<file path="config.mk">
export PLATFORM = sky130hd
export DESIGN_NAME = fp2int_fp32
export DESIGN_NICKNAME = d
export VERILOG_FILES = /design/src/rtl/fp2int_fp32.sv
export SDC_FILE = /design/constraint.sdc
export NUM_CORES = 1
export LEC_CHECK = 0
export CAP_MARGIN = 20
export CORE_MARGIN = 1.5
export CORE_UTILIZATION = 64
export DETAILED_ROUTE_END_ITERATION = 10
export DONT_BUFFER_PORTS = 1
export PLACE_DENSITY = 0.77
export SLEW_MARGIN = 40
export SYNTH_ARGS = -nofsm -noshare
export SYNTH_HDL_FRONTEND = slang
export SYNTH_SLANG_ARGS = --single-unit
</file>
<file path="constraint.sdc">
create_clock -name clk -period 8.1 [get_ports clk]
set_clock_uncertainty 0.15 [all_clocks]
set_input_delay 1.62 -clock clk [delete_from_list [all_inputs] [get_ports clk]]
set_output_delay 1.62 -clock clk [all_outputs]
set_load 0.03 [all_outputs]
</file>
<file path="src/rtl/fp2int_fp32.sv">
// fp2int_fp32: IEEE-754 single to sign-magnitude integer, round-half-even.
// Three stages: decode/unbias, align shift, round/saturate.
module fp2int_fp32 #(
   parameter int MAX_BITWIDTH_QUANTIZED_DATA = 16
) (
   input  logic                                   clk,
   input  logic                                   rstn,
   input  logic                                   values_rdy,
   input  logic [31:0]                            fp_in,
   input  logic                                   clr_count,
   output logic                                   result_rdy,
   output logic                                   sign,
   output logic [MAX_BITWIDTH_QUANTIZED_DATA-1:0] quantized_d,
   output logic                                   sat_flag,
   output logic                                   nan_flag,
   output logic [15:0]                            sat_count
);

   localparam int N = MAX_BITWIDTH_QUANTIZED_DATA;
   localparam int WW = 24 + N;
   localparam logic [7:0] L_ESAT = 8'(127 + N);

   typedef enum logic [1:0] {
      C_ZERO,
      C_NUM,
      C_SAT,
      C_NAN
   } cls_t;

   logic [7:0]  w_e;
   logic [22:0] w_m;
   cls_t        w_cls;

   logic        r_s1_v;
   logic        r_s1_s;
   cls_t        r_s1_cls;
   logic [23:0] r_s1_sig;
   logic [4:0]  r_s1_sh;

   logic [WW-1:0] w_wide;

   logic         r_s2_v;
   logic         r_s2_s;
   cls_t         r_s2_cls;
   logic [N-1:0] r_s2_int;
   logic         r_s2_grd;
   logic         r_s2_stk;

   logic         w_inc;
   logic [N:0]   w_sum;
   logic [N-1:0] w_mag;
   logic         w_sgn;
   logic         w_sat;
   logic         w_nan;

   assign w_e = fp_in[30:23];
   assign w_m = fp_in[22:0];

   always_comb begin
      w_cls = C_NUM;
      if (w_e == 8'hFF)
         w_cls = (w_m != 23'd0) ? C_NAN : C_SAT;
      else if (w_e < 8'd126)
         w_cls = C_ZERO;
      else if (w_e >= L_ESAT)
         w_cls = C_SAT;
   end

   // Shift = E+1 = e-126; modulo 32 that is e[4:0]+2, exact for E in [-1, N-1]
   always_ff @(posedge clk or negedge rstn) begin
      if (!rstn) begin
         r_s1_v   <= 1'b0;
         r_s1_s   <= 1'b0;
         r_s1_cls <= C_ZERO;
         r_s1_sig <= '0;
         r_s1_sh  <= '0;
      end else begin
         r_s1_v <= values_rdy;
         if (values_rdy) begin
            r_s1_s   <= fp_in[31];
            r_s1_cls <= w_cls;
            r_s1_sig <= {1'b1, w_m};
            r_s1_sh  <= w_e[4:0] + 5'd2;
         end
      end
   end

   // Binary point sits between bits 24 and 23 of the shifted significand
   assign w_wide = {{N{1'b0}}, r_s1_sig} << r_s1_sh;

   always_ff @(posedge clk or negedge rstn) begin
      if (!rstn) begin
         r_s2_v   <= 1'b0;
         r_s2_s   <= 1'b0;
         r_s2_cls <= C_ZERO;
         r_s2_int <= '0;
         r_s2_grd <= 1'b0;
         r_s2_stk <= 1'b0;
      end else begin
         r_s2_v <= r_s1_v;
         if (r_s1_v) begin
            r_s2_s   <= r_s1_s;
            r_s2_cls <= r_s1_cls;
            r_s2_int <= w_wide[WW-1:24];
            r_s2_grd <= w_wide[23];
            r_s2_stk <= |w_wide[22:0];
         end
      end
   end

   assign w_inc = r_s2_grd & (r_s2_stk | r_s2_int[0]);
   assign w_sum = {1'b0, r_s2_int} + {{N{1'b0}}, w_inc};

   always_comb begin
      w_mag = '0;
      w_sgn = r_s2_s;
      w_sat = 1'b0;
      w_nan = 1'b0;
      unique case (r_s2_cls)
         C_NUM: begin
            if (w_sum[N]) begin
               w_mag = '1;
               w_sat = 1'b1;
            end else begin
               w_mag = w_sum[N-1:0];
            end
         end
         C_SAT: begin
            w_mag = '1;
            w_sat = 1'b1;
         end
         C_NAN: begin
            w_mag = '1;
            w_sgn = 1'b0;
            w_nan = 1'b1;
         end
         default: ;
      endcase
   end

   always_ff @(posedge clk or negedge rstn) begin
      if (!rstn) begin
         result_rdy  <= 1'b0;
         sign        <= 1'b0;
         quantized_d <= '0;
         sat_flag    <= 1'b0;
         nan_flag    <= 1'b0;
      end else begin
         result_rdy <= r_s2_v;
         if (r_s2_v) begin
            sign        <= w_sgn;
            quantized_d <= w_mag;
            sat_flag    <= w_sat;
            nan_flag    <= w_nan;
         end
      end
   end

   always_ff @(posedge clk or negedge rstn) begin
      if (!rstn)
         sat_count <= '0;
      else if (clr_count)
         sat_count <= '0;
      else if (result_rdy && (sat_flag || nan_flag) && sat_count != 16'hFFFF)
         sat_count <= sat_count + 16'd1;
   end

endmodule

</file>
# Yosys cells after proc, flatten, opt, wreduce, memory -nomap -nowiden

Cells that the tools add are included.

Add/subtract/negate cells: 3
$mul: 0
Divide/modulo/power cells: 0
Order comparisons: 2
Equal/unequal tests: 5
Shift-type cells: 1
Muxes and demuxes: 12
Bitwise operators: 2
Reductions and logical operators: 7

Operator list:

| operator              | number |
|---|---|
| $mux 16               | 3 |
| $shl 24x5->40         | 1 |
| $pmux 16 s2           | 1 |
| $reduce_bool 23->1    | 1 |
| $reduce_or 23->1      | 1 |
| $add 16x1->17         | 1 |
| $add 16x1->16 const B | 1 |
| $ne 16x16->1 const B  | 1 |
| $eq 8x8->1 const B    | 1 |
| $ge 8x8->1 const B    | 1 |
| $lt 8x7->1 const B    | 1 |
| $mux 2                | 3 |
| $add 5x2->5 const B   | 1 |
| $eq 2x2->1 const B    | 2 |
| $mux 1                | 4 |
| $eq 2x1->1 const B    | 1 |
| $logic_and 1x1->1     | 2 |
| $pmux 1 s2            | 1 |
| $reduce_bool 2->1     | 1 |
| $reduce_or 2->1       | 1 |
| $and 1x1->1           | 1 |
| $logic_or 1x1->1      | 1 |
| $or 1x1->1            | 1 |

Register bits: 91
Latch bits: 0
Bits in writable memories: 0
Memory bits (read-only): 0
Output and inout bits: 36
Logic and storage cells: 49
Memories kept: 0

# Logic depth before layout (Yosys ltp)

Word-level depth: 5
Mapped depth: 9
Mapped depth without buffers: 8

# Least setup slack after synthesis

No wires, ideal clock.

Kind: register to register
Start point: reg r_s1_sh[1]
End point: reg r_s2_stk
Library setup time: 0.121 ns
Arrival time: 2.733 ns
Path slack: 5.095 ns
Cell stages (with the launch flop): 9
Buffers on the path: 2
Cell sequence: dfrtp_1 -> clkbuf_1 -> buf_1 -> mux4_1 -> mux4_2 -> a2111oi_2 -> o211ai_1 -> o41a_1 -> o22a_1

Word-level cells in the longest chain between the ends: 2

Ends and longest elaborated chain:

| item                   | line | source |
|---|---|---|
| start, declared        | 38   | `logic [4:0] r_s1_sh;` |
| start signal, assigned | 83   | `r_s1_sh <= w_e[4:0] + 5'd2;` |
| $shl 24x5->40          | 89   | `assign w_wide = {{N{1'b0}}, r_s1_sig} << r_s1_sh;` |
| $reduce_or 23->1       | 106  | `r_s2_stk <= \|w_wide[22:0];` |
| end signal, assigned   | 106  |  |
| end, declared          | 47   | `logic r_s2_stk;` |

Every way passes these cells.
A chain may end at the register's enable or synchronous reset.

# Worst setup path after layout

Start point: reg r_s1_sh[0]
End point: reg r_s2_stk

The elaborated chain is that of the path after synthesis.

==> impl_summary.txt <==
----------------------------------------------------
[Run status]
  Run status ... complete, no violations

[STA]
  RSZ-0062 raised after global routing ... false
  Period utilisation layout ... between 40% and 50%
  Hold Violations, Final ... 0
  # setup viols final ... 0
  Setup_tns ... 0 ps
  Slew @ Worst Pin ... between 800 and 900 ps
  Final hold slack ... ~340 ps
  Slew Limit Fails ... 0
  Highest clock frequency the design can meet ... 0.3076 GHz
  Post-route minimum period ... 3251 ps
  Worst-case headroom to the max-slew limit ... 44.29%

[Place]
  Cell area after placement ... 5577 sq um
  Detailed placer's ending HPWL ... 8725 microns
  Port-buffer cells ... 0
  Global placer's final weighted congestion ... 0.8881

[Clocking]
  Clock buffer depth ... 2
  Number of hold-repair buffers added at the cts stage ... 0
  Number of buffers created by CTS ... 9
  Number of levels in the clock H-tree ... 3
  CTS sink cnt ... 91
  Number of resized instances in the post-cts repair step ... 0
  Source-to-sink clock delay at the later pin of the worst-skew pair ... approximately 360 ps
  Post-CTS Setup Bufs ... 0
  Clock tree from TritonCTS ... done
  Post-CTS clock slew at the launch and capture registers of the worst setup and hold paths ... around 100 ps
  Master cell of the clock root buffer ... sky130_fd_sc_hd__clkbuf_8

[Yosys]
  Synth async-reset ratio ... 100.0%
  Fraction of the yosys area taken by sequential cells ... between 40% and 50%
  Fraction of synthesized cell area taken by the top area cell type ... around two fifths
  Post-synth cell types ... 56
  Synth warn ... 0
  Most area-hungry cell type in the Yosys netlist ... sky130_fd_sc_hd__dfrtp_1
  Number of instances in the synthesized netlist ... ~540
  Post-synth EDFFs ... 0
  Syn Nets ... between 500 and 600
  Mean area per synthesized cell ... ~10 sq um
  Count of state elements after synthesis ... roughly 90
  Commonest register cell after synthesis ... sky130_fd_sc_hd__dfrtp_1
  Mapped cell area ... about 5600 sq um
  Cell types occupying the most area after synthesis ... sky130_fd_sc_hd__dfrtp_1 41%, sky130_fd_sc_hd__mux2_2 8.5%, sky130_fd_sc_hd__mux4_2 6.1%

[Floorplan]
  Total I/O pin count ... 72
  Core Rows ... 33
  Initial core utilization ... 66.89%
  X dimension of the die ... 96.37 microns
  Core Region ... approximately 8300 sq um
  Die Y ... just under 100 microns
  Die footprint ... ~9300 sq um

[Setup path]
  Data required time of the worst path ... slightly above 8000 ps
  Kind of critical path ... flip-flop to flip-flop
  FF-to-FF End ... r_s2_stk
  R2R setup slack ... slightly below 5000 ps
  RR Startpoint ... r_s1_sh[0]
  Peak fanout along the critical path ... 31
  Kind of end point of the critical path ... flip-flop
  Number of cells on the worst reg-to-reg path ... 7
  Signal arrival time at the worst endpoint ... approximately 3400 ps
  Sort of element at the start of the critical path ... flip-flop

[Hold path]
  Worst hold stages ... 1
  Min-Delay Path Class ... flip-flop to flip-flop
  Startpoint of the tightest hold check path ... r_s1_sig[23]
  Capture endpoint of the worst hold path ... r_s1_sig[23]

[Routing]
  Routed length per placed instance ... 19.19 microns
  Detailed-route wire length ... between 10000 and 15000 microns
  Pre-Repair DR Iteration Count ... 4
  DRC violation total after the first TritonRoute iteration ... between 200 and 300
  Avg Vias per Cell ... between 6 and 7
  Drt drc ... 0
  Number of vias in the routed layout ... between 4k and 5k
  Final ANT Viol Nets ... 0

[Power and ir drop]
  Total power per unit cell area ... around 210 nW/um^2
  Post-layout total power ... between 1 and 1.5 mW
  Worst VDD drop ... between 0.0001 and 0.00015 V
  P_leak ... between 2 and 2.5 nW

[Global routing]
  Largest net degree at the start of global routing ... 92
  Antenna violations before repair ... 0
  Total grt overflow ... 0
  Vias in the first global route ... between 3k and 4k
  First-pass GRT wire length ... around 19000 microns
  Combined global-route utilization of all metal layers ... 27.58%

[Cells and area]
  Antenna diode instance count ... 0
  Footprint of the multi-input gates ... 3049 sq um
  Number of filler cells placed in the layout ... ~650
  Share of post-route cells with drive strength above 1 ... between 10% and 20%
  Number of nets in the layout ... approximately 560
  Layout Cell Area excl Fill ... between 5000 and 6000 sq um
  Area taken by flip-flops and latches ... about 2300 sq um
  Relative area change from synthesis to final layout ... 3.499%

[Run]
  Max-cap viol count ... 0

----------------------------------------------------
## layer usage
layer,up-vias,global-route usage [%],part of all wire [%]
met5,-,0,0
met2,123,45.72,50
li1,1951,-,-
met1,2078,37.02,44
met3,21,4.739,4.0
met4,0,8.696,2.0
## through the flow
| stage | setup WS (ps) | util, % | cells |
|---|---|---|---|
| 3_5_place_dp | 4833 | 66.86 | 609 |
| 3_3_place_gp | 4847 | 66.86 | 609 |
| 6_report | 4849 | 69.23 | 625 |
| 4_1_cts | 4811 | 69.20 | 625 |
| 2_1_floorplan | 5095 | - | 539 |
| 5_1_grt | 4698 | 69.23 | 625 |
## cells in the final DEF (no fill, tap or decap), drive strengths merged, types with 19 or more instances in the layout
| master | count |
|---|---|
| a21oi | 31 |
| dfrtp | 91 |
| inv | 31 |
| mux2 | 47 |
| mux4 | 23 |
| nand2 | 33 |
| nand3 | 21 |
| nor2 | 41 |
| o21ai | 19 |
| o22ai | 22 |
## final cells by class
class | instances | area share, %
Clock inverter | 7 | 1.235
Multi-Input combinational cell | 383 | 52.81
Tap cell | 105 | 2.275
Inverter | 28 | 1.820
Sequential cell | 91 | 39.46
Timing Repair Buffer | 2 | 0.2600
Clock buffer | 9 | 2.145
## cells in the mapped netlist (4+ instances only)
library cell	instances
sky130_fd_sc_hd__o21a_1	5
sky130_fd_sc_hd__nor4_1	6
sky130_fd_sc_hd__mux2_2	42
sky130_fd_sc_hd__nand4_1	8
sky130_fd_sc_hd__clkbuf_1	22
sky130_fd_sc_hd__nor2_1	41
sky130_fd_sc_hd__ha_1	8
sky130_fd_sc_hd__xnor2_1	15
sky130_fd_sc_hd__o21ai_1	5
sky130_fd_sc_hd__a21oi_1	31
sky130_fd_sc_hd__nand3_1	21
sky130_fd_sc_hd__dfrtp_1	91
sky130_fd_sc_hd__a31oi_1	8
sky130_fd_sc_hd__mux4_1	8
sky130_fd_sc_hd__and3_1	9
sky130_fd_sc_hd__and4_1	7
sky130_fd_sc_hd__xor2_1	14
sky130_fd_sc_hd__mux2_1	5
sky130_fd_sc_hd__mux4_2	15
sky130_fd_sc_hd__o211ai_1	4
sky130_fd_sc_hd__o21ai_0	14
sky130_fd_sc_hd__inv_1	25
sky130_fd_sc_hd__buf_1	12
sky130_fd_sc_hd__mux2i_1	16
sky130_fd_sc_hd__nand2_1	33
sky130_fd_sc_hd__and2_1	6
sky130_fd_sc_hd__o22ai_1	22
## worst max path at each step
stage                  endpoint  cells after the start        from
finish                 r_s2_stk                      7  r_s1_sh[0]
global route           r_s2_stk                      7  r_s1_sh[0]
CTS                    r_s2_stk                      6  r_s1_sh[1]
detailed placement  r_s1_cls[0]                      5   fp_in[16]
global placement    r_s1_cls[0]                      5   fp_in[16]
floorplan              r_s2_stk                      8  r_s1_sh[1]
## power breakdown
part / switching [mW] / internal (mW) / total, mW
combinational: 0.150 / 0.152 / 0.301
clock: 0.180 / 0.120 / 0.300
sequential: 0.0916 / 0.504 / 0.596
## kinds of logic after synthesis
kind of cell	count (synthesis)	share of synthesized area, %
AND/OR/NAND/NOR	147	13.10
AO/OA/AOI/OAI	113	13.01
flip-flops	91	40.82
multiplexers	86	22.18
buffers and inverters	65	4.553
XOR/XNOR	29	4.553
adder cells (fa/ha/maj)	8	1.794
## state kept, by name, indices dropped and copies added (netlist names)
register and count:
nan_flag 1, quantized_d 16, r_s1_cls 2, r_s1_s 1, r_s1_sh 5, r_s1_sig 24
r_s1_v 1, r_s2_cls 2, r_s2_grd 1, r_s2_int 16, r_s2_s 1, r_s2_stk 1
r_s2_v 1, result_rdy 1, sat_count 16, sat_flag 1, sign 1
## worst max-delay path: stages (launching register included)
cell and delay [ps]:
sky130_fd_sc_hd__dfrtp_1 340, sky130_fd_sc_hd__buf_4 390, sky130_fd_sc_hd__mux4_1 690, sky130_fd_sc_hd__mux4_2 510, sky130_fd_sc_hd__or2_0 240, sky130_fd_sc_hd__a221o_1 260, sky130_fd_sc_hd__o41a_1 390, sky130_fd_sc_hd__o22a_1 160
(Power assumes the default switching activity.)
